**src/rtl/ctrl_pkg.sv**
```systemverilog
// Shared types and encodings for the control sequencer: FSM states,
// opcode map and ALU source-select codes.
package ctrl_pkg;

  typedef enum logic [2:0] {
    S_IDLE,
    S_FETCH,
    S_DECODE,
    S_EXEC,
    S_IMM,
    S_IO_IN,
    S_IO_OUT,
    S_HALT
  } state_e;

  // Opcodes double as bit positions in the one-hot decode.
  // OP_MOV is the base of the 01xx group; the low two bits pick the register.
  localparam int OP_IN   = 'b0000;
  localparam int OP_OUT  = 'b0001;
  localparam int OP_MOVI = 'b0010;
  localparam int OP_HALT = 'b0011;
  localparam int OP_MOV  = 'b0100;
  localparam int OP_ADD  = 'b1000;
  localparam int OP_SUB  = 'b1001;
  localparam int OP_JMP  = 'b1010;
  localparam int OP_JG   = 'b1011;

  // Opcode bits at or above this position make an instruction illegal.
  localparam int LEGAL_W = 4;

  localparam logic [1:0] ALU_PASS = 2'b00;
  localparam logic [1:0] ALU_ADD  = 2'b01;
  localparam logic [1:0] ALU_SUB  = 2'b10;
  localparam logic [1:0] ALU_IMM  = 2'b11;

  localparam int CNT_W = 4;

endpackage

```
**src/rtl/ctrl_sequencer_if.sv**
```systemverilog
// Handshake and strobe bundle between the sequencer (master) and the
// memory/IR/datapath side (slave). mem_imm_q travels with the bundle for the
// datapath's benefit; the sequencer only times its capture.
interface ctrl_sequencer_if #(
  parameter int OPW = 4
);
  logic              run;
  logic              step_mode;
  logic [OPW-1:0]    mem_q;
  logic [7:0]        mem_imm_q;
  logic              flag_gt;
  logic              in_valid;
  logic              out_ready;

  logic              mem_rd;
  logic              ir_load;
  logic              pc_inc;
  logic              pc_load;
  logic              reg_we;
  logic [1:0]        reg_sel;
  logic [1:0]        alu_sel;
  logic              in_ready;
  logic              out_valid;
  logic [2**OPW-1:0] dec;
  logic              halted;
  logic              err;

  modport master (
    input  run, step_mode, mem_q, mem_imm_q, flag_gt, in_valid, out_ready,
    output mem_rd, ir_load, pc_inc, pc_load, reg_we, reg_sel, alu_sel,
           in_ready, out_valid, dec, halted, err
  );

  modport slave (
    output run, step_mode, mem_q, mem_imm_q, flag_gt, in_valid, out_ready,
    input  mem_rd, ir_load, pc_inc, pc_load, reg_we, reg_sel, alu_sel,
           in_ready, out_valid, dec, halted, err
  );
endinterface

```
**src/rtl/ins_dec_onehot.sv**
```systemverilog
// Combinational opcode decoder: one-hot over the full opcode space plus a
// flag for opcodes with any bit set above the legal 4-bit field.
module ins_dec_onehot
  import ctrl_pkg::*;
#(
  parameter int OPW = 4
) (
  input  logic [OPW-1:0]    op,
  output logic [2**OPW-1:0] onehot,
  output logic              illegal
);

  // One-hot expansion and illegal-range detect.
  always_comb begin
    // NOTE: every output gets a default first so no path leaves it unassigned,
    // which would otherwise infer a latch.
    onehot     = '0;
    onehot[op] = 1'b1;
    illegal    = (op >> LEGAL_W) != '0;
  end

endmodule

```
**src/rtl/ctrl_sequencer.sv**
```systemverilog
// Multi-cycle fetch/decode/execute sequencer for the 4-bit-opcode CPU.
// State, wait counter, IR and registered decode live in one flop block;
// strobes are decoded from the current state and registered decode.
module ctrl_sequencer
  import ctrl_pkg::*;
#(
  parameter int OPW      = 4,
  parameter int MEM_WAIT = 1
) (
  input  logic             clk,
  input  logic             rst,
  ctrl_sequencer_if.master bus
);

  localparam int               DW        = 2**OPW;
  localparam logic [CNT_W-1:0] WAIT_LAST = CNT_W'(MEM_WAIT);

  state_e           state_q, state_d, instr_next;
  logic [CNT_W-1:0] cnt_q, cnt_d;
  logic [OPW-1:0]   ir_q, ir_d;
  logic [DW-1:0]    dec_q, dec_d, dec_raw;
  logic             ill_q, ill_d, ill_raw;
  logic             wait_last;
  logic             is_mov, is_add, is_sub, is_jmp, is_jg;
  logic             is_in, is_out, is_movi, is_halt;

  ins_dec_onehot #(.OPW(OPW)) u_dec (
    .op      (ir_q),
    .onehot  (dec_raw),
    .illegal (ill_raw)
  );

  assign wait_last  = (cnt_q == WAIT_LAST);
  assign instr_next = bus.step_mode ? S_IDLE : S_FETCH;

  assign is_mov  = |dec_q[OP_MOV +: 4];
  assign is_add  = dec_q[OP_ADD];
  assign is_sub  = dec_q[OP_SUB];
  assign is_jmp  = dec_q[OP_JMP];
  assign is_jg   = dec_q[OP_JG];
  assign is_in   = dec_q[OP_IN];
  assign is_out  = dec_q[OP_OUT];
  assign is_movi = dec_q[OP_MOVI];
  assign is_halt = dec_q[OP_HALT];

  // Next state, wait counter, IR capture and decode capture.
  always_comb begin
    state_d = state_q;
    cnt_d   = cnt_q;
    ir_d    = ir_q;
    dec_d   = dec_q;
    ill_d   = ill_q;
    case (state_q)
      S_IDLE: if (bus.run) begin
        state_d = S_FETCH;
        cnt_d   = '0;
      end
      S_FETCH: if (wait_last) begin
        ir_d    = bus.mem_q;
        state_d = S_DECODE;
      end else begin
        cnt_d = cnt_q + 1'b1;
      end
      S_DECODE: begin
        dec_d   = dec_raw;
        ill_d   = ill_raw;
        state_d = S_EXEC;
      end
      S_EXEC: begin
        cnt_d = '0;
        if (is_movi)      state_d = S_IMM;
        else if (is_in)   state_d = S_IO_IN;
        else if (is_out)  state_d = S_IO_OUT;
        else if (is_halt) state_d = S_HALT;
        else              state_d = instr_next;
      end
      S_IMM: if (wait_last) begin
        state_d = instr_next;
        cnt_d   = '0;
      end else begin
        cnt_d = cnt_q + 1'b1;
      end
      S_IO_IN:  if (bus.in_valid)  state_d = instr_next;
      S_IO_OUT: if (bus.out_ready) state_d = instr_next;
      S_HALT:   state_d = S_HALT;
      default:  state_d = S_IDLE;
    endcase
  end

  // Sequencer registers; reset drops every strobe without delay.
  always_ff @(posedge clk or posedge rst) begin
    if (rst) begin
      state_q <= S_IDLE;
      cnt_q   <= '0;
      ir_q    <= '0;
      dec_q   <= '0;
      ill_q   <= 1'b0;
    end else begin
      // NOTE: non-blocking assignments so every flop samples pre-edge values.
      state_q <= state_d;
      cnt_q   <= cnt_d;
      ir_q    <= ir_d;
      dec_q   <= dec_d;
      ill_q   <= ill_d;
    end
  end

  assign bus.dec = dec_q;

  // Datapath strobes from state and registered decode.
  always_comb begin
    bus.mem_rd    = 1'b0;
    bus.ir_load   = 1'b0;
    bus.pc_inc    = 1'b0;
    bus.pc_load   = 1'b0;
    bus.reg_we    = 1'b0;
    bus.reg_sel   = 2'b00;
    bus.alu_sel   = ALU_PASS;
    bus.in_ready  = 1'b0;
    bus.out_valid = 1'b0;
    bus.halted    = 1'b0;
    bus.err       = 1'b0;
    case (state_q)
      S_FETCH: begin
        bus.mem_rd  = 1'b1;
        bus.ir_load = wait_last;
        bus.pc_inc  = wait_last;
      end
      S_EXEC: begin
        if (ill_q) begin
          bus.err = 1'b1;
        end else if (is_mov) begin
          bus.reg_we  = 1'b1;
          bus.reg_sel = ir_q[1:0];
          bus.alu_sel = ALU_PASS;
        end else if (is_add) begin
          bus.reg_we  = 1'b1;
          bus.alu_sel = ALU_ADD;
        end else if (is_sub) begin
          bus.reg_we  = 1'b1;
          bus.alu_sel = ALU_SUB;
        end else if (is_jmp) begin
          bus.pc_load = 1'b1;
        end else if (is_jg) begin
          bus.pc_load = bus.flag_gt;
        end
      end
      S_IMM: begin
        bus.mem_rd = 1'b1;
        if (wait_last) begin
          bus.reg_we  = 1'b1;
          bus.alu_sel = ALU_IMM;
          bus.pc_inc  = 1'b1;
        end
      end
      S_IO_IN: begin
        bus.in_ready = 1'b1;
        if (bus.in_valid) begin
          bus.reg_we  = 1'b1;
          bus.alu_sel = ALU_IMM;
        end
      end
      S_IO_OUT: bus.out_valid = 1'b1;
      S_HALT:   bus.halted    = 1'b1;
      default: ;
    endcase
  end

endmodule
```
**src/flat_wrapper.sv**
```systemverilog
// flat-port wrapper written by rule: the top's interface ports become plain ports
module ctrl_sequencer_flat import ctrl_pkg::*;
#(
  parameter int OPW      = 4,
  parameter int MEM_WAIT = 1
)
  (clk, rst, bus_run, bus_step_mode, bus_mem_q, bus_mem_imm_q, bus_flag_gt, bus_in_valid, bus_out_ready, bus_mem_rd, bus_ir_load, bus_pc_inc, bus_pc_load, bus_reg_we, bus_reg_sel, bus_alu_sel, bus_in_ready, bus_out_valid, bus_dec, bus_halted, bus_err);
  ctrl_sequencer_if #(.OPW(OPW)) bus_i ();
  input  logic clk;
  input  logic rst;
  input wire logic [$bits(bus_i.run)-1:0] bus_run;
  input wire logic [$bits(bus_i.step_mode)-1:0] bus_step_mode;
  input wire logic [$bits(bus_i.mem_q)-1:0] bus_mem_q;
  input wire logic [$bits(bus_i.mem_imm_q)-1:0] bus_mem_imm_q;
  input wire logic [$bits(bus_i.flag_gt)-1:0] bus_flag_gt;
  input wire logic [$bits(bus_i.in_valid)-1:0] bus_in_valid;
  input wire logic [$bits(bus_i.out_ready)-1:0] bus_out_ready;
  output wire logic [$bits(bus_i.mem_rd)-1:0] bus_mem_rd;
  output wire logic [$bits(bus_i.ir_load)-1:0] bus_ir_load;
  output wire logic [$bits(bus_i.pc_inc)-1:0] bus_pc_inc;
  output wire logic [$bits(bus_i.pc_load)-1:0] bus_pc_load;
  output wire logic [$bits(bus_i.reg_we)-1:0] bus_reg_we;
  output wire logic [$bits(bus_i.reg_sel)-1:0] bus_reg_sel;
  output wire logic [$bits(bus_i.alu_sel)-1:0] bus_alu_sel;
  output wire logic [$bits(bus_i.in_ready)-1:0] bus_in_ready;
  output wire logic [$bits(bus_i.out_valid)-1:0] bus_out_valid;
  output wire logic [$bits(bus_i.dec)-1:0] bus_dec;
  output wire logic [$bits(bus_i.halted)-1:0] bus_halted;
  output wire logic [$bits(bus_i.err)-1:0] bus_err;
  assign bus_i.run = bus_run;
  assign bus_i.step_mode = bus_step_mode;
  assign bus_i.mem_q = bus_mem_q;
  assign bus_i.mem_imm_q = bus_mem_imm_q;
  assign bus_i.flag_gt = bus_flag_gt;
  assign bus_i.in_valid = bus_in_valid;
  assign bus_i.out_ready = bus_out_ready;
  assign bus_mem_rd = bus_i.mem_rd;
  assign bus_ir_load = bus_i.ir_load;
  assign bus_pc_inc = bus_i.pc_inc;
  assign bus_pc_load = bus_i.pc_load;
  assign bus_reg_we = bus_i.reg_we;
  assign bus_reg_sel = bus_i.reg_sel;
  assign bus_alu_sel = bus_i.alu_sel;
  assign bus_in_ready = bus_i.in_ready;
  assign bus_out_valid = bus_i.out_valid;
  assign bus_dec = bus_i.dec;
  assign bus_halted = bus_i.halted;
  assign bus_err = bus_i.err;
  ctrl_sequencer #(.OPW(OPW), .MEM_WAIT(MEM_WAIT)) u_core (.clk(clk), .rst(rst), .bus(bus_i));
endmodule
```
**config.mk**
```make
export PLATFORM = sky130hd
export DESIGN_NAME = ctrl_sequencer_flat
export DESIGN_NICKNAME = d
export VERILOG_FILES = /design/src/rtl/ctrl_pkg.sv /design/src/rtl/ctrl_sequencer_if.sv /design/src/rtl/ins_dec_onehot.sv /design/src/rtl/ctrl_sequencer.sv /design/src/flat_wrapper.sv
export SDC_FILE = /design/constraint.sdc
export NUM_CORES = 1
export LEC_CHECK = 0
export BUFFER_PORTS_ARGS = -buffer_cell sky130_fd_sc_hd__clkbuf_2
export CORE_MARGIN = 8
export CORE_UTILIZATION = 40
export DETAILED_ROUTE_END_ITERATION = 6
export GPL_ROUTABILITY_DRIVEN = 0
export HOLD_SLACK_MARGIN = 0.06
export PLACE_DENSITY = 0.63
export SLEW_MARGIN = 5
export SYNTH_ARGS = -nofsm -noshare
export SYNTH_HDL_FRONTEND = slang
export SYNTH_SLANG_ARGS = --single-unit
```
**constraint.sdc**
```tcl
create_clock -name clk -period 2.5 [get_ports clk]
set_input_delay 0.75 -clock clk [delete_from_list [all_inputs] [get_ports clk]]
set_output_delay 0.75 -clock clk [all_outputs]
set_load 0.03 [all_outputs]
```
# Yosys cells after proc, flatten, opt, wreduce, memory -nomap -nowiden
# Index checks and enable logic that the tools add are counted.
# Widths: inputs -> output; s select.
dict set report word_totals {
  regBits 27
  latchBits 0
  ram_bits 0
  mem_bits_ro 0
  input_bits 19
  output_inout_bits 29
  wordCells 72
  mem_count 0
}
dict set report classes {
  addsub 1
  multipliers 0
  div_mod_pow 0
  magnitude_cmp 2
  n_eq_ne 14
  shift 0
  n_mux 43
  bitwise_logic 0
  n_reduce_logical 8
}
# operator n
set op_table {}
lappend op_table {{$mux 3} 9}
lappend op_table {{$pmux 3 s8} 1}
lappend op_table {{$mux 1} 18}
lappend op_table {{$pmux 4 s4} 1}
lappend op_table {{$mux 2} 7}
lappend op_table {{$eq 3x3->1 const B} 4}
lappend op_table {{$mux 4} 3}
lappend op_table {{$ne 2x2->1 const B} 4}
lappend op_table {{$eq 3x2->1 const B} 2}
lappend op_table {{$pmux 2 s3} 1}
lappend op_table {{$lt 4x5->1 const B} 1}
lappend op_table {{$reduce_and 5->1} 1}
lappend op_table {{$add 4x1->4 const B} 1}
lappend op_table {{$demux 1 s4} 1}
lappend op_table {{$eq 4x1->1 const B} 1}
lappend op_table {{$ge 4x1->1 const B} 1}
lappend op_table {{$ne 2x1->1 const B} 2}
lappend op_table {{$reduce_bool 4->1} 1}
lappend op_table {{$reduce_or 4->1} 1}
lappend op_table {{$eq 3x1->1 const B} 1}
lappend op_table {{$logic_not 3->1} 1}
lappend op_table {{$pmux 1 s3} 1}
lappend op_table {{$reduce_and 3->1} 1}
lappend op_table {{$pmux 1 s2} 1}
lappend op_table {{other kinds (3)} 3}

# Longest topological paths before layout
# Gate-level depths: netlist of the first run.
dict set report logic_depth {
  word_depth 6
  ltp_mapped 6
  depth_no_buf 6
}

# Hierarchy
# Synthesis of the first run repeated with hierarchy kept, for this count alone.
dict set report hier_totals {
  cells_unflattened 172
  area_unflattened_um2 1824.2
}
# mod n_inst cells_each area_each_um2 seq_area_each_um2
set by_module_without_submodules {}
lappend by_module_without_submodules {ctrl_sequencer 1 150 1586.5 700.7}
lappend by_module_without_submodules {ins_dec_onehot 1 22 237.7 0.0}

# Worst setup path before layout of the first run
# Ideal clock, no wire load.
dict set report synth_timing {
  path_kind {reg2out}
  from {register u_core.state_q[0]}
  to {output bus_pc_load}
  arrival_ns 2.009
  t_required_ns 1.750
  setup_slack_ns -0.259
  stages_incl_launch_ff 6
  path_buffers 1
  cell_sequence {dfrtp_1 clkbuf_1 inv_1 nor3_1 nand2_1 nor4_1}
}
dict set report synth_between {
  elab_chain_cells 2
}
# item line
set synth_rtl {}
lappend synth_rtl {{start: declaration} ctrl_sequencer.sv:18} ;# state_e state_q, state_d, instr_next;
lappend synth_rtl {{start signal: assignment} ctrl_sequencer.sv:100} ;# state_q <= state_d;
lappend synth_rtl {{$eq 3x2->1} ctrl_sequencer.sv:123} ;# case (state_q)
lappend synth_rtl {{$mux 1} ctrl_sequencer.sv:123}
lappend synth_rtl {{end: declaration} flat_wrapper.sv:21} ;# output wire logic [$bits(bus_i.pc_load)-1:0] bus_pc_load;
# Every way passes these cells.

# Worst setup path after layout of the first run
dict set report layout_timing {
  from {register u_core.cnt_q[1]}
  to {output bus_alu_sel[0]}
}
dict set report layout_between {
  elab_chain_cells 3
}
# item line
set layout_rtl {}
lappend layout_rtl {{start: declaration} ctrl_sequencer.sv:19} ;# logic [CNT_W-1:0] cnt_q, cnt_d;
lappend layout_rtl {{start signal: assignment} ctrl_sequencer.sv:101} ;# cnt_q <= cnt_d;
lappend layout_rtl {{$eq 4x1->1} ctrl_sequencer.sv:33} ;# assign wait_last = (cnt_q == WAIT_LAST);
lappend layout_rtl {{$mux 2} ctrl_sequencer.sv:150} ;# if (wait_last) begin
lappend layout_rtl {{$pmux 2 s3} ctrl_sequencer.sv:123}
lappend layout_rtl {{end: declaration} flat_wrapper.sv:24} ;# output wire logic [$bits(bus_i.alu_sel)-1:0] bus_alu_sel;
# Every way passes these cells.

==> results of run 1 <==
==> timing repair <==
item                                    in CTS  in global routing
endpoints found under the setup margin       4                  7
pin swaps                                    1                  1
setup buffers                                3                  4
endpoints found under the hold margin        0                  0
resized for setup                            8                 21
==> logic make-up (layout without fill, tap and decap cells) <==
logic type               count (synthesis)  after routing  share of synthesized area
AND/OR/NAND/NOR                         64             64                      0.218
other                                    1              1                    0.00252
flip-flops                              27             27                      0.455
adder cells (fa/ha/maj)                  2              2                     0.0168
AO/OA/AOI/OAI                           46             46                      0.218
buffers and inverters                   17             66                     0.0522
multiplexers                             5              5                     0.0371
==> flip-flops by register name, indices dropped and copies added (netlist names) <==
| name | flops |
|---|---|
| u_core.cnt_q | 4 |
| u_core.state_q | 3 |
| u_core.ir_q | 4 |
| u_core.bus.dec | 16 |
==> metrics by stage <==
step / std cells / power, µW / setup TNS (ps)
global placement: 248 / 1900 / 0
floorplan: 162 / 1560 / -14.6
CTS: 255 / 2230 / -94.7
finish: 259 / 2320 / 0
detailed placement: 248 / 1930 / 0
global route: 259 / 2510 / -181
==> power by group through the flow <==
stage	clock network, µW	registers [µW]	logic, µW
final	238	741	1340
after global routing	273	764	1470
after CTS	247	737	1250
after detailed placement	0	745	1190
after global placement	0	733	1160
after floorplan	0	801	755
==> area by class of cell <==
| cell class | count | area, µm² | area share |
|---|---|---|---|
| timing repair buffer | 54 | 334 | 0.172 |
| sequential | 27 | 676 | 0.348 |
| inverter | 8 | 30.0 | 0.0155 |
| multi-input combinational | 118 | 796 | 0.410 |
| tap | 48 | 60.1 | 0.0309 |
| clock buffer | 4 | 45.0 | 0.0232 |
==> critical path: stages (launching register included) <==
cell     delay, ps
dfrtp_1        390
inv_2           80
ha_4           120
or3b_4         380
o21ai_2        130
nand2_2        100
o21ai_2         90
buf_6          150
==> layout by cell type, fill, tap and decap left out, drive strengths merged, types with 2 or more instances in the layout <==
master	Yosys	final
inv	8	8
o31ai	10	10
clkbuf	4	38
dfrtp	27	27
nor2b	4	4
ha	2	2
mux2	4	4
nor2	8	8
buf	5	20
nor4	2	2
nand2	26	26
nand2b	5	5
o22ai	2	2
and2	4	4
o41ai	6	6
o21ai	10	10
or3	2	2
nor3b	3	3
nor3	3	3
a21oi	8	8
==> how the worst max path moves through the flow <==
stage | slack, ps | end | start | cells after the start
6_report | 50 | bus_alu_sel[0] | u_core.cnt_q[1]$_DFFE_PP0P_ | 7
5_1_grt | -60 | bus_alu_sel[0] | u_core.cnt_q[1]$_DFFE_PP0P_ | 7
4_1_cts | -40 | bus_reg_we | u_core.cnt_q[1]$_DFFE_PP0P_ | 7
3_5_place_dp | 160 | bus_reg_we | u_core.cnt_q[1]$_DFFE_PP0P_ | 7
3_3_place_gp | 160 | bus_reg_we | u_core.cnt_q[1]$_DFFE_PP0P_ | 7
2_1_floorplan | -10 | bus_alu_sel[0] | u_core.state_q[0]$_DFFE_PP0P_ | 5
==> metal layers <==
metal / vias to the layer above / share of wire
met4: 0 / 0.0036
met3: 2 / 0.039
met1: 676 / 0.42
li1: 687 / -
met2: 32 / 0.54
met5: - / 0
==> metrics, run 1 <==
hold slack final slightly below 500 ps; busiest grt layer met2; Post-Route WL between 3000 and 4000 µm; GR Util met1 0.133; status finished clean; first-pass GRT wire length roughly 6400 µm; die height 76.9 µm; startpoint class of the critical path flop; Syn. warnings 0; fillers 342; syn_area_per_cell 9.17 µm²; CP max FO 3; Finished Cell Area 1940 µm²; fin crit share 0.982; Leak Pwr 0.000932 µW; Worst Min Path Start u_core.bus.dec[14]$_DFFE_PP0P_; Max Root-Sink Buffers 2; clk root buf clkbuf_8; Pint 1220 µW; die width 76.9 µm; largest net degree at the start of global routing 33; Ant. Diodes 0; drt pass-1 iters 4; initial DRC count 80; Yosys top cell area share 0.455; Synth area leaders dfrtp_1, nand2_1, o31ai_1; nets approximately 230; setup violators final 0; grt met3 use 0.0315; Clock Latency Late Sink 260 ps; switching part of the total power 0.474; post-route ant nets 0; Reg power frac 0.319; number of flops mapped to enable cells by yosys 0; Ports 48; H-Tree Depth 1; Post-Route Skew 3.94 ps; DP Worst Slack ~160 ps; DR vias 1397; vias in the first global route roughly 1400; post-layout util 0.538; # clock sinks 27; core area 3610 µm²; cts-stage hold buffer count 0; PD cells 1200 nW/µm²; Placed Area between 1500 and 2000 µm²; Peak VDD IR 595 µV; die area about 5900 µm²; max-slew violations 0; Fin. Hold Viols 0; Avg WL per Cell approximately 15 µm; gr ovfl total 0; GRT Overall Usage 0.125; Port Buffers 38; f_max 0.407 GHz; Post-synth top cells dfrtp_1, nand2_1, o31ai_1; share of flip-flops with an asynchronous set or reset 1.00; DRC Markers 0; clock-pin transition on the worst setup and hold timing paths ~80 ps; clock network power share 0.103; M2 GR Usage 0.234; Worst Path Class, Setup flop to primary output; combinational power share 0.578; fin worst setup slack 45.5 ps; critical path arrival 1700 ps; r2r endpoint u_core.bus.dec[1]$_DFFE_PP0P_; Vias per Instance 5.39; CTS tree built; worst min path class flop to flop; R2R Setup Slk 590 ps; area delta synth->final 30.7%; Net Sw Power approximately 1100 µW; Mapped Nets 183; Starting Density 0.412; area leader, netlist dfrtp_1; CP endpoint kind primary output; path depth of the worst reg2reg path 3; num rows 22; Yosys reg bits 27; Synth cell types 45; initial antenna violation count 0; Worst Hold Path EP u_core.bus.dec[14]$_DFFE_PP0P_; RSZ-0062 raised after global routing true; worst flop-to-flop path startpoint u_core.state_q[0]$_DFFE_PP0P_; Max-Cap Viols 0; post-layout min period 2450 ps; top-count cell post-synth dfrtp_1; Mapped Area 1490 µm²; Post-DP HPWL roughly 2900 µm; Tightest Pin Transition around 950 ps; Gate Count Post-Synth approximately 160; CTS Buf Count 3; Worst Hold Path Cells 2; ys flop type dfrtp_1; Slew HR 0.368; share of cells above drive strength 1 0.365; post-synthesis sequential area ratio 0.455; worst path required time between 1500 and 2000 ps
Power figures use the tool's default switching activity.
==> inputs of run 2 (changes only) <==
Settings changed: CORE_UTILIZATION 40 to 45, PLACE_DENSITY 0.63 to 0.7, RECOVER_POWER set to 50.
==> run 2 against run 1 <==
The flow now finishes with violations (negative setup slack). Wire length down 1.3%. Global-route usage is 1.5 points higher. Worst setup slack worse by 100 ps. Critical path type unchanged.
==> metrics, run 2 (synthesis results as in run 1) <==
placed insts 246 (was 248); RSZ-0062 raised after global routing true (unchanged); Starting Density 0.456 (was 0.412); failing checks negative setup slack; Worst Path Class, Setup flop to primary output (unchanged); Max Root-Sink Buffers 2 (unchanged); most frequent cells in the layout clkbuf_2, dfrtp_1, nand2_1, buf_4, o31ai_1 (unchanged); worst path required time 1750 ps (about the same); fin crit share 1.02 (was 0.982); Avg WL per Cell 14.9 µm (about the same); num rows 21 (was 22); crit path cell chain inv_2 > ha_4 > or3b_4 > o21ai_2 > nand2_2 > o21ai_1 > buf_4 (was inv_2 > ha_4 > or3b_4 > o21ai_2 > nand2_2 > o21ai_2 > buf_6); startpoint class of the critical path flop (unchanged); clock-pin transition on the worst setup and hold timing paths 140 ps (was 80 ps); core area 3260 µm² (was 3610 µm²); critical path arrival 1810 ps (was 1700 ps); f_max 0.391 GHz (was 0.407 GHz); Tightest Pin Transition 1440 ps (was 948 ps); H-Tree Depth 1 (unchanged); initial antenna violation count 0 (unchanged); DRC Markers 0 (unchanged); area delta synth->final 26.6% (was 30.7%); Post-DP HPWL 2720 µm (was 2880 µm); fin worst setup slack -57.5 ps (was 45.5 ps); status finished with violations (was finished clean); slowest cell delay on critical path 410 ps (was 390 ps); Vias per Instance 5.50 (was 5.39); CP endpoint kind primary output (unchanged); share of cells above drive strength 1 0.333 (was 0.365); post-route ant nets 0 (unchanged); Post-Route WL 3810 µm (was 3860 µm); drt pass-1 iters 4 (unchanged); die width 73.5 µm (was 76.9 µm); Post-Route Skew 1.66 ps (was 3.94 ps); Clock Latency Late Sink 320 ps (was 260 ps); setup violators final 3 (was 0); Ports 48 (unchanged); clk root buf clkbuf_4 (was clkbuf_8); CP max FO 4 (was 3); # clock sinks 27 (unchanged); cts-stage hold buffer count 0 (unchanged); initial DRC count 106 (was 80); Slew HR 0.0431 (was 0.368); Leak Pwr 0.000908 µW (was 0.000932 µW); total power 2230 µW (was 2320 µW); die area 5390 µm² (was 5920 µm²); fillers 332 (was 342); CTS tree built (unchanged); largest net degree at the start of global routing 33 (unchanged); first-pass GRT wire length 6080 µm (was 6360 µm); PD cells 1190 nW/µm² (was 1200 nW/µm²); Fin. Hold Viols 0 (unchanged); CTS Buf Count 3 (unchanged); vias in the first global route 1325 (was 1443); die height 73.5 µm (was 76.9 µm); DP Worst Slack 92.8 ps (was 164 ps); Peak VDD IR 542 µV (was 595 µV); Max-Cap Viols 0 (unchanged); GR Util met1 0.181 (was 0.133); GRT Overall Usage 0.141 (was 0.125); max-slew violations 0 (unchanged); leading cell type in the layout, fill and taps excluded clkbuf_2 (unchanged); nets 232 (was 233); Largest register FFs 16 (unchanged); Ant. Diodes 0 (unchanged); M2 GR Usage 0.219 (was 0.234); DR vias 1409 (was 1397); Port Buffers 38 (unchanged); busiest grt layer met2 (unchanged); hold slack final 497 ps (was 485 ps); worst min path class flop to flop (unchanged); Crit-path slowest cell dfrtp_1 (unchanged); post-layout min period 2560 ps (was 2450 ps); gr ovfl total 0 (unchanged); grt met3 use 0.0327 (was 0.0315); fin cells 256 (was 259)
==> run 2: worst max-delay path: cells and delay by family (launching register included) <==
kind                       cells  cell delay [ps]
and+or+nand+nor                2              480
DFF                            1              410
buffers and inverters          2              250
AOI/OAI and AO/OA              2              230
adders and majority gates      1              130
==> run 2: final timing paths <==
check / startpoint / slack [ps] / end / depth (start not counted)
setup / recovery: u_core.cnt_q[1]$_DFFE_PP0P_ / -60 / bus_alu_sel[1] / 7
hold / removal: u_core.bus.dec[13]$_DFFE_PP0P_ / 500 / u_core.bus.dec[13]$_DFFE_PP0P_ / 2
setup reg to reg: u_core.state_q[1]$_DFFE_PP0P_ / 500 / u_core.bus.dec[8]$_DFFE_PP0P_ / 4
hold reg to reg: u_core.bus.dec[13]$_DFFE_PP0P_ / 500 / u_core.bus.dec[13]$_DFFE_PP0P_ / 2
min in group asynchronous: rst / 870 / u_core.cnt_q[1]$_DFFE_PP0P_ / 3
max in group asynchronous: rst / 810 / u_core.bus.dec[11]$_DFFE_PP0P_ / 3
==> run 2: repair_timing <==
item	4_1_cts	5_1_grt
gates resized for setup	12	12
setup endpoints to repair	5	8
pin swaps	3	3
buffers inserted	5	1
gates cloned	0	0
==> run 2: where the power goes <==
group / switching (µW) / leakage [µW] / internal, µW / total [µW]
combinational: 797 / 0.000537 / 506 / 1300
clock: 124 / 0.0000150 / 62.5 / 186
sequential: 174 / 0.000356 / 566 / 740
total: 1100 / 0.000908 / 1130 / 2230
==> run 2: routing by layer <==
metal,wire [µm],up-vias
li1,-,689
met1,1690,670
met2,1810,46
met3,260,4
met4,40,0
met5,0,-
==> run 2: cell type report <==
cell class,instances,area [µm²],share of cell area
Tap cell,46,57.6,0.0306
Inverter,8,30.0,0.0160
Clock buffer,4,26.3,0.0140
Multi-Input combinational cell,118,783,0.417
Timing Repair Buffer,53,308,0.164
Sequential cell,27,676,0.359
==> run 2: through the flow <==
| step | utilization | instance area (µm²) | setup TNS (ps) |
|---|---|---|---|
| floorplan | - | 1490 | -14.6 |
| global placement | 0.540 | 1760 | 0 |
| detailed placement | 0.540 | 1760 | 0 |
| CTS | 0.570 | 1860 | -393 |
| global route | 0.577 | 1880 | -535 |
| finish | 0.577 | 1880 | -163 |
==> inputs of run 3 (changes only) <==
Settings changed: CORE_UTILIZATION 45 to 46, PLACE_DENSITY 0.7 to 0.71.
Clock period 2.5 ns to 2.4 ns, I/O delays scaled along.
==> run 3 against run 2 <==
The flow still finishes with violations (negative setup slack). Core utilization grew 7.8 points. Flip-flop and latch count is the same. First-iteration DRC count grew 26%. Register-to-register slack gained 20 ps. Hold slack gained 6.0 ps. Via count grew 3.8%. Total power grew 12%. Cell area grew 6.4%. Largest cell class unchanged.
==> metrics, run 3 (synthesis results as in run 1) <==
slowest cell delay on critical path 420 ps (was 410 ps); startpoint class of the critical path flop (unchanged); Post-DP HPWL 2860 µm (was 2720 µm); initial DRC count 134 (was 106); setup violators final 4 (was 3); Leak Pwr 0.000950 µW (was 0.000908 µW); Fin. Hold Viols 0 (unchanged); Crit-path slowest cell dfrtp_1 (unchanged); Tightest Pin Transition 1480 ps (was 1440 ps); Ant. Diodes 0 (unchanged); failing checks negative setup slack (unchanged); CTS Buf Count 3 (unchanged); f_max 0.386 GHz; worst flop-to-flop path startpoint u_core.cnt_q[1]$_DFFE_PP0P_ (was u_core.state_q[1]$_DFFE_PP0P_); clock network power share 0.083 (was 0.084); largest net degree at the start of global routing 33 (unchanged); Port Buffers 38 (unchanged); leading cell type in the layout, fill and taps excluded clkbuf_2 (unchanged); Post-Route WL 4110 µm (was 3810 µm); Multi-input gate area 820 µm² (was 783 µm²); Reg power frac 0.309 (was 0.332); nets 239 (was 232); Vias per Instance 5.61 (was 5.50); Slew HR 0.0127 (was 0.0431); Post-Route Skew 11.7 ps (was 1.66 ps); PD cells 1250 nW/µm² (was 1190 nW/µm²); DR vias 1463 (was 1409); max-slew violations 0 (unchanged); area delta synth->final 34.7% (was 26.6%); post-route ant nets 0 (unchanged); Worst Path Class, Setup flop to primary output (unchanged); most frequent cells in the layout clkbuf_2, dfrtp_1, nand2_1, buf_4, o31ai_1 (unchanged); Peak VDD IR 630 µV (was 542 µV); clock-pin transition on the worst setup and hold timing paths 160 ps (was 140 ps); Max Root-Sink Buffers 2 (unchanged); Seq. cell area 677 µm² (was 676 µm²); cts-stage hold buffer count 0 (unchanged); Clock Latency Late Sink 340 ps (was 320 ps); GRT Overall Usage 0.148 (was 0.141); worst min path class flop to flop (unchanged); DRC Markers 0 (unchanged); Pint 1280 µW (was 1130 µW); fillers 284 (was 332); crit path cell chain inv_2 > ha_4 > or3b_4 > o21ai_4 > nand2_2 > o21ai_1 > buf_4 (was inv_2 > ha_4 > or3b_4 > o21ai_2 > nand2_2 > o21ai_1 > buf_4); total power 2500 µW (was 2230 µW); switching part of the total power 0.490 (was 0.491); critical path arrival 1870 ps (was 1810 ps); share of cells above drive strength 1 0.401 (was 0.333); CP endpoint kind primary output (unchanged); Worst Min Path Start u_core.bus.dec[14]$_DFFE_PP0P_ (was u_core.bus.dec[13]$_DFFE_PP0P_); fin crit share 1.08; status finished with violations (unchanged); Net Sw Power 1230 µW (was 1100 µW); CTS tree built (unchanged); Avg WL per Cell 15.8 µm (was 14.9 µm); CP max FO 3 (was 4); DP Worst Slack 26.9 ps (was 92.8 ps); clk root buf clkbuf_4 (unchanged); worst path required time 1680 ps (was 1750 ps); vias in the first global route 1376 (was 1325); die area 5300 µm² (was 5390 µm²); setup TNS -596 ps (was -163 ps); Max-Cap Viols 0 (unchanged); combinational power share 0.608 (was 0.585); Starting Density 0.486 (was 0.456); post-layout util 0.655 (was 0.577); initial antenna violation count 0 (unchanged); fin worst setup slack -190 ps (was -57.5 ps); die height 72.8 µm (was 73.5 µm); Ports 48 (unchanged); first-pass GRT wire length 6350 µm (was 6080 µm); drt pass-1 iters 5 (was 4); die width 72.8 µm (was 73.5 µm); gr ovfl total 0 (unchanged); core area 3050 µm² (was 3260 µm²); H-Tree Depth 1 (unchanged); num rows 20 (was 21); post-layout min period 2590 ps; # clock sinks 27 (unchanged); Crit. Startpoint u_core.cnt_q[1]$_DFFE_PP0P_ (unchanged); Largest register FFs 16 (unchanged); RSZ-0062 raised after global routing true (unchanged)
[run 3: changes by cell type in the layout (fill, tap and decap cells not counted), moves of 2 or more]
| cell | previous run | this run |
|---|---|---|
| and2_1 | 4 | 2 |
| buf_6 | 0 | 3 |
| clkbuf_8 | 0 | 2 |
| buf_4 | 17 | 21 |
| and2_4 | 0 | 2 |
| o21ai_1 | 4 | 2 |
[run 3: final cells by class]
cell class                      instances  area share
Clock buffer                            3      0.0113
Tap cell                               44      0.0275
Inverter                                8      0.0163
Sequential cell                        27       0.338
Timing Repair Buffer                   60       0.193
Clock inverter                          1     0.00375
Multi-Input combinational cell        118       0.410
[run 3: repair_timing]
item / CTS / global route
setup endpoints to repair: 8 / 9
gates resized for setup: 22 / 21
endpoints found under the hold margin: 0 / 0
pin swaps: 3 / 3
setup buffers: 7 / 6
[run 3: power groups by stage]
stage | registers (µW) | clock network, µW | logic, µW
2_1_floorplan | 834 | 0 | 794
3_3_place_gp | 774 | 0 | 1200
3_5_place_dp | 781 | 0 | 1230
4_1_cts | 769 | 213 | 1390
5_1_grt | 803 | 228 | 1640
6_report | 774 | 208 | 1520
[run 3: path summary, 6_finish.rpt]
check                      slack, ps                        endpoint  cells past startpoint
setup reg to reg                 520     u_core.cnt_q[3]$_DFFE_PP0P_                      7
min in group asynchronous        840      u_core.ir_q[0]$_DFFE_PP0P_                      3
setup / recovery                -190                  bus_alu_sel[1]                      7
hold reg to reg                  500  u_core.bus.dec[14]$_DFFE_PP0P_                      2
hold / removal                   500  u_core.bus.dec[14]$_DFFE_PP0P_                      2
max in group asynchronous        600   u_core.state_q[2]$_DFFE_PP0P_                      3
[run 3: through the flow]
stage                     hold slack [ps]  cell area [µm²]  std cells
after detailed placement              473             1760        244
final                                 503             2000        261
after CTS                             404             1920        255
after floorplan                       503             1500        162
after global routing                  544             2000        261
after global placement                463             1760        244
[run 3: critical path, delay by kind of cell (launching register included)]
family	cells	cell delay, ps
AO/OA/AOI/OAI	2	240
adder cells (fa/ha/maj)	1	130
buffers and inverters	2	270
flip-flops	1	420
AND/OR/NAND/NOR	2	490
[run 3: metal layers]
layer  global-route usage  vias to the layer above  wire length (µm)
met5                    0                        -                 0
met4               0.0400                        0                57
met3               0.0385                        6               357
met2                0.242                       54              1980
met1                0.187                      704              1720
li1                     -                      699                 -
